==> src/rtl/rr_arb16.sv <==
// rr_arb16: 16-way round-robin arbiter with per-grant hold limit driving a 16:1 data mux; 1-cycle request-to-grant.
// Optional macro RR_ARB_LOCK_EN adds a lock input that suppresses the hold-limit release.
module rr_arb16 #(
    parameter int unsigned MAX_HOLD = 8
) (
    input  logic        clk,
    input  logic        rst_n,
`ifdef RR_ARB_LOCK_EN
    input  logic        lock,
`endif
    input  logic [15:0] req,
    input  logic [15:0] din,
    output logic [15:0] gnt,
    output logic [3:0]  sel,
    output logic        gnt_valid,
    output logic        dout
);

    typedef enum logic {IDLE = 1'b0, GRANT = 1'b1} state_t;

    localparam logic [3:0] HOLD_LIM = 4'(MAX_HOLD);

    state_t      state, state_n;
    logic [3:0]  ptr, ptr_n;
    logic [3:0]  hcnt, hcnt_n;
    logic [15:0] gnt_n;
    logic [3:0]  sel_n;
    logic        vld_n;

    logic [3:0]  base;
    logic [3:0]  sel_inc;
    logic        pick_found;
    logic [3:0]  pick_idx;
    logic        cur_req;
    logic        at_max;
    logic        lock_hold;
    logic        release_now;

    // First set bit of r at or after base, wrapping modulo 16.
    function automatic logic [4:0] rr_pick(input logic [15:0] r, input logic [3:0] b);
        logic [31:0] dbl;
        logic [3:0]  off;
        logic        found;
        dbl   = {r, r} >> b;
        off   = 4'd0;
        found = 1'b0;
        for (int i = 15; i >= 0; i--) begin
            if (dbl[i]) begin
                off   = 4'(i);
                found = 1'b1;
            end
        end
        return {found, 4'(b + off)};
    endfunction

    assign sel_inc = 4'(sel + 4'd1);
    assign base    = (state == GRANT) ? sel_inc : ptr;
    assign {pick_found, pick_idx} = rr_pick(req, base);
    assign cur_req = req[sel];
    assign at_max  = (hcnt == HOLD_LIM);

`ifdef RR_ARB_LOCK_EN
    assign lock_hold = lock & cur_req;
`else
    assign lock_hold = 1'b0;
`endif

    assign release_now = !cur_req || (at_max && !lock_hold);

    always_comb begin
        state_n = state;
        ptr_n   = ptr;
        hcnt_n  = hcnt;
        gnt_n   = gnt;
        sel_n   = sel;
        vld_n   = gnt_valid;
        case (state)
            IDLE: begin
                if (pick_found) begin
                    state_n = GRANT;
                    sel_n   = pick_idx;
                    gnt_n   = 16'd1 << pick_idx;
                    vld_n   = 1'b1;
                    hcnt_n  = 4'd1;
                end
            end
            GRANT: begin
                if (!release_now) begin
                    // Saturates only when lock keeps the grant past the limit.
                    hcnt_n = at_max ? hcnt : 4'(hcnt + 4'd1);
                end else begin
                    ptr_n = sel_inc;
                    if (pick_found) begin
                        sel_n  = pick_idx;
                        gnt_n  = 16'd1 << pick_idx;
                        vld_n  = 1'b1;
                        hcnt_n = 4'd1;
                    end else begin
                        state_n = IDLE;
                        gnt_n   = 16'd0;
                        vld_n   = 1'b0;
                        hcnt_n  = 4'd0;
                    end
                end
            end
            default: state_n = IDLE;
        endcase
    end

    always_ff @(posedge clk or negedge rst_n) begin
        if (!rst_n) begin
            state     <= IDLE;
            ptr       <= 4'd0;
            hcnt      <= 4'd0;
            gnt       <= 16'd0;
            sel       <= 4'd0;
            gnt_valid <= 1'b0;
        end else begin
            state     <= state_n;
            ptr       <= ptr_n;
            hcnt      <= hcnt_n;
            gnt       <= gnt_n;
            sel       <= sel_n;
            gnt_valid <= vld_n;
        end
    end

    assign dout = gnt_valid & din[sel];

endmodule

==> config.mk <==
export PLATFORM = sky130hd
export DESIGN_NAME = rr_arb16
export DESIGN_NICKNAME = d
export VERILOG_FILES = /design/src/rtl/rr_arb16.sv
export SDC_FILE = /design/constraint.sdc
export NUM_CORES = 1
export LEC_CHECK = 0
export CORE_ASPECT_RATIO = 0.5
export CORE_MARGIN = 8
export CORE_UTILIZATION = 60
export DETAILED_ROUTE_END_ITERATION = 8
export PLACE_DENSITY_LB_ADDON = 0.3
export SYNTH_ARGS = -nofsm -noshare
export SYNTH_HDL_FRONTEND = slang
export SYNTH_SLANG_ARGS = --single-unit
export TNS_END_PERCENT = 20
==> constraint.sdc <==
create_clock -name clk -period 11 [get_ports clk]
set_input_delay 3.3 -clock clk [delete_from_list [all_inputs] [get_ports clk]]
set_output_delay 3.3 -clock clk [all_outputs]
set_load 0.01 [all_outputs]
## Yosys cells after proc, flatten, opt, wreduce, memory -nomap -nowiden

Index checks and enable logic that the tools add are counted.

| cells by class | value |
|---|---|
| add/sub/neg operators | 3 |
| multipliers | 0 |
| divide/modulo/power cells | 0 |
| $lt $le $gt $ge | 1 |
| equal/unequal tests | 4 |
| shift operators | 2 |
| muxes and demuxes | 55 |
| bitwise logic cells | 2 |
| reduce and logical (&&, ||, !) cells | 5 |

Operators with widths:

| kind | number |
|---|---|
| 4-bit two-way mux | 22 |
| 16-bit two-way mux | 3 |
| 16-bit one-hot mux with 2 select lines | 1 |
| 32-bit by 4-bit right shift with 16-bit output | 1 |
| 1-bit two-way mux | 23 |
| 4-bit one-hot mux with 2 select lines | 2 |
| 1-bit by 4-bit << shifter with 16-bit output (first input constant) | 1 |
| 4-bit by 1-bit adder with 4-bit output (second input constant) | 2 |
| 1-bit binary-select mux with 4-bit select | 2 |
| 2-bit AND reduction | 3 |
| 4-bit by 5-bit less-than comparator with 1-bit output (second input constant) | 1 |
| 4-bit adder | 1 |
| 4-bit equality test (second input constant) | 1 |
| 1-bit one-hot mux with 2 select lines | 2 |
| 3-bit by 2-bit != test with 1-bit output (second input constant) | 1 |
| 2-bit by 1-bit != test with 1-bit output (second input constant) | 1 |
| 2-bit != test (second input constant) | 1 |
| 1-bit bitwise AND | 1 |
| 1-bit logical NOT | 1 |
| 1-bit logical OR | 1 |
| 1-bit NOT | 1 |

| word-level totals | value |
|---|---|
| register bits after elaboration | 30 |
| bits in latches | 0 |
| bits in writable memories | 0 |
| memory bits (read-only) | 0 |
| input port bits | 34 |
| output and inout bits | 22 |
| memories kept | 0 |

## Logic depth before layout (Yosys ltp)

| depth | value |
|---|---|
| word-level depth | 24 |
| depth in mapped cells | 24 |

## Least setup slack after synthesis

Ideal clock, no wire load.

| path | value |
|---|---|
| kind | input to output |
| from | input port din[15] |
| to | output port dout |
| data arrival time | 4,380 ps |
| required time | 7,700 ps |
| slack | 3,320 ps |
| cell stages on the path | 3 |
| buffers on the path | 0 |
| cell sequence | mux4_2 > mux4_2 > and2_1 |

| between the ends | value |
|---|---|
| longest elaborated chain between the ends | 3 |

Ends and longest elaborated chain:

| element | line | source |
|---|---|---|
| from (decl) | 12 | `input logic [15:0] din,` |
| 1-bit binary-select mux with 4-bit select | 128 | `assign dout = gnt_valid & din[sel];` |
| 1-bit two-way mux (implied by the code) | 128 |  |
| 1-bit bitwise AND | 128 |  |
| to (decl) | 16 | `output logic dout` |

No other way between the ends. The select of a mux whose other input is x is not followed.

## Worst setup path after layout

| path | value |
|---|---|
| from | input port din[11] |
| to | output port dout |

The elaborated chain is that of the path after synthesis.

==> results.rst <==
.. list-table::
   :header-rows: 1

   * - Metric
     - Value
   * - Final min period
     - 8.55 ns
   * - Global-route wire length before repair
     - 17,500 um
   * - Worst path arrival time
     - 5.25 ns
   * - Number of distinct library cell variants in the gate-level netlist after synthesis
     - 60
   * - Total via count in the routed design
     - 3,537
   * - Area added between synthesis and finish
     - 19.2%
   * - Wire per inst
     - 21.3 um
   * - Worst-case clock skew
     - 0.00642 ns
   * - RSZ-0062 raised after global routing
     - false
   * - Finish-stage setup viols
     - 0
   * - Number of fill cells
     - 389
   * - Area share of the largest cell type after synthesis
     - 21.2%
   * - Mapped Area
     - 3540 um^2
   * - Final setup TNS
     - 0 ns
   * - Die Area
     - 8770 um^2
   * - Drt first pass iters
     - 5
   * - CTS sink cnt
     - 30
   * - Number of max-capacitance violations reported
     - 0
   * - Critical path startpoint
     - din[11]
   * - FFs w/ async S/R, synth
     - 100%
   * - Relative max-transition margin
     - 25.4%
   * - Residual DRC count
     - 0
   * - Global-route usage over all layers
     - 23.2%
   * - Max Transition Viols Final
     - 0
   * - Instance count of the mapped netlist
     - 380
   * - Count of antenna-violating nets left after detailed routing
     - 0
   * - Ordered cell list for the critical path
     - clkdlybuf4s50_1, mux4_2, mux4_2, and2_1, clkdlybuf4s50_1
   * - Clock root buffer master
     - sky130_fd_sc_hd__clkbuf_16
   * - Overflow left after global routing
     - 0
   * - Biggest area consumer among synthesized cells
     - sky130_fd_sc_hd__dfrtp_1
   * - Met2 routed WL
     - 4970 um
   * - Period Utilization, post-route
     - 77.7%
   * - Share of final-layout standard cells stronger than drive strength 1
     - 14.5%
   * - Vertical die dimension
     - 70.4 um
   * - Deepest level of the CTS H-tree
     - 2
   * - Number of hold violations in the final report
     - 0
   * - Achievable frequency
     - 117 MHz
   * - TritonCTS buffer count
     - 5
   * - Fin Hold WS
     - 0.509 ns
   * - Number of nets produced by synthesis
     - 422
   * - Tightest Hold Check Type
     - reg -> reg
   * - Top cells by area in the synthesized netlist
     - sky130_fd_sc_hd__dfrtp_1 (21%), sky130_fd_sc_hd__mux4_2 (18%), sky130_fd_sc_hd__mux2i_1 (7.6%)
   * - Element type at the critical path end
     - output port
   * - Vias in the first global route
     - 3,538
   * - CP Data Required Time
     - 7.70 ns
   * - # Post-CTS Setup Buffers
     - 0
   * - Hold Path Origin
     - gnt[4]
   * - Average via count per standard cell
     - 7.26
   * - Detailed router's first-iteration violation count
     - 405
   * - Post-route cell area
     - 4220 um^2
   * - WL met3
     - 1040 um
   * - Maximum clock path buffer count
     - 2
   * - Master of the slowest instance on the critical path
     - sky130_fd_sc_hd__clkdlybuf4s50_1
   * - Synth Register Bits
     - 30
   * - Die width
     - 125 um
   * - Highest metal layer with signal wires
     - met4
   * - Drt total wl
     - 10,400 um
   * - Antenna diodes
     - 0
   * - Reg-to-reg startpoint
     - sel[0]
   * - HPWL after detailed placement
     - 7630 um
   * - Top flip-flop cell by instance count after synthesis
     - sky130_fd_sc_hd__dfrtp_1
   * - Syn Area/Cell
     - 9.33 um^2
   * - Clock transition time at the flip-flop clock pins of the worst setup and hold paths
     - 0.05 ns
   * - Clock latency at the later pin of the worst-skew pair
     - 0.28 ns
   * - Number of rows in the core area
     - 19
   * - Effective utilization at floorplan
     - 63.4%
   * - Post-cts sizing count
     - 0
   * - Count of nets after finishing
     - 455
   * - Measured slew at the worst slew-check pin
     - 1.10 ns
   * - Final GP Congestion
     - 0.996
   * - Maximum net fanout on the critical path
     - 1
   * - Wire length the detailed router placed on met1
     - 4100 um
   * - Antenna violations before repair
     - 0
   * - Instance area after placement
     - 4060 um^2
   * - Crit path largest cell delay
     - 0.47 ns
   * - Number of synthesized flops with an enable pin
     - 0
   * - Number of top-level design ports
     - 56
   * - Maximum number of pins on one net before global-route repair
     - 39
   * - CORE AREA
     - 5590 um^2
   * - Number of buffers added on ports
     - 55
   * - Yosys Warn Count
     - 0
   * - Critical Path Start Type
     - input pin
   * - Sequential cell area fraction in the yosys report
     - 21.2%
   * - Hold-fix buffers at CTS
     - 0
   * - Result of the run
     - finished clean
   * - TritonCTS clock tree
     - yes
   * - Crit Path Class
     - in -> out
==> critical path: cells and delay by family <==
family / cells / cell delay, ns
muxes: 2 / 0.92
buffers and inverters: 2 / 0.86
and+or+nand+nor: 1 / 0.16
==> flip-flops by register name, indices dropped and copies added, names as in the netlist <==
name and flops:
state 1, hcnt 4, sel 4, gnt_valid 1, gnt 16, ptr 4
==> cell type report <==
class	instances	area, um^2	share of cell area [%]
clock inverter	3	40.0	0.948
sequential	30	751	17.8
inverter	10	40.0	0.948
tap	73	91.3	2.16
multi-input combinational	308	2600	61.6
timing repair buffer	58	573	13.6
clock buffer	5	125	2.96
==> path summary, 6_finish.rpt <==
| path | to | cells past startpoint | slack, ns |
|---|---|---|---|
| max in group asynchronous | hcnt[0] | 2 | 7.30 |
| max | dout | 5 | 2.45 |
| max reg2reg | gnt[0] | 15 | 5.04 |
| min | gnt[4] | 1 | 0.51 |
| min reg2reg | gnt[4] | 1 | 0.51 |
| min in group asynchronous | sel[1] | 2 | 3.41 |
==> placed cells by master, fill, tap and decap left out, drive strengths merged, types with 2 or more instances in the layout <==
cell type       n
xnor2           4
a22o            2
nor4           11
mux4           28
a21boi          2
buf             3
nand3          19
dfrtp          30
a211oi          9
or2b            2
a311oi          3
a31oi           5
clkdlybuf4s50  55
o221ai          8
o31ai           4
nor3b           2
a2111oi         5
inv            10
nor2           11
nor3           12
xor2            3
o21ai          12
and2            5
and3            6
a22oi           2
nand2          55
a221o          16
mux2            8
clkinv          2
ha              7
nand4           5
nand2b          5
clkbuf          5
a21oi          13
o21a            3
mux2i          28
nor2b           3
==> layer usage <==
metal	track usage (%)	vias up
met3	3.31	36
met4	10.5	0
met2	39.2	255
met5	0	-
li1	-	1568
met1	29.1	1678
==> through the flow <==
step           instances  setup slack (ns)  util (%)
6_report             487              2.45      75.6
5_1_grt              487              2.41      75.6
4_1_cts              487              2.44      75.6
3_5_place_dp         479              2.45      72.7
3_3_place_gp         479              2.46      72.7
2_1_floorplan        380              3.32         -
==> cells by family after synthesis <==
family | after synthesis | share of synthesized area [%]
xor gates and xnor gates | 7 | 1.73
muxes | 64 | 28.7
and+or+nand+nor | 141 | 20.4
DFF | 30 | 21.2
adders and majority gates | 8 | 3.04
AOI/OAI and AO/OA | 88 | 19.0
buffers and inverters | 42 | 6.00
==> cell usage after synthesis (8+ instances only) <==
cell type and instances:
sky130_fd_sc_hd__a211oi_1 9, sky130_fd_sc_hd__a21oi_1 13, sky130_fd_sc_hd__a221o_1 16, sky130_fd_sc_hd__clkbuf_1 20, sky130_fd_sc_hd__dfrtp_1 30, sky130_fd_sc_hd__inv_1 8
sky130_fd_sc_hd__mux2i_1 27, sky130_fd_sc_hd__mux4_2 28, sky130_fd_sc_hd__nand2_1 55, sky130_fd_sc_hd__nand3_1 19, sky130_fd_sc_hd__nor2_1 11, sky130_fd_sc_hd__nor3_1 12
sky130_fd_sc_hd__nor4_1 9, sky130_fd_sc_hd__o21ai_0 11, sky130_fd_sc_hd__o221ai_1 8
Power is not shown: default switching activity piles up to over one toggle a cycle in this logic, so the estimate is an artifact.
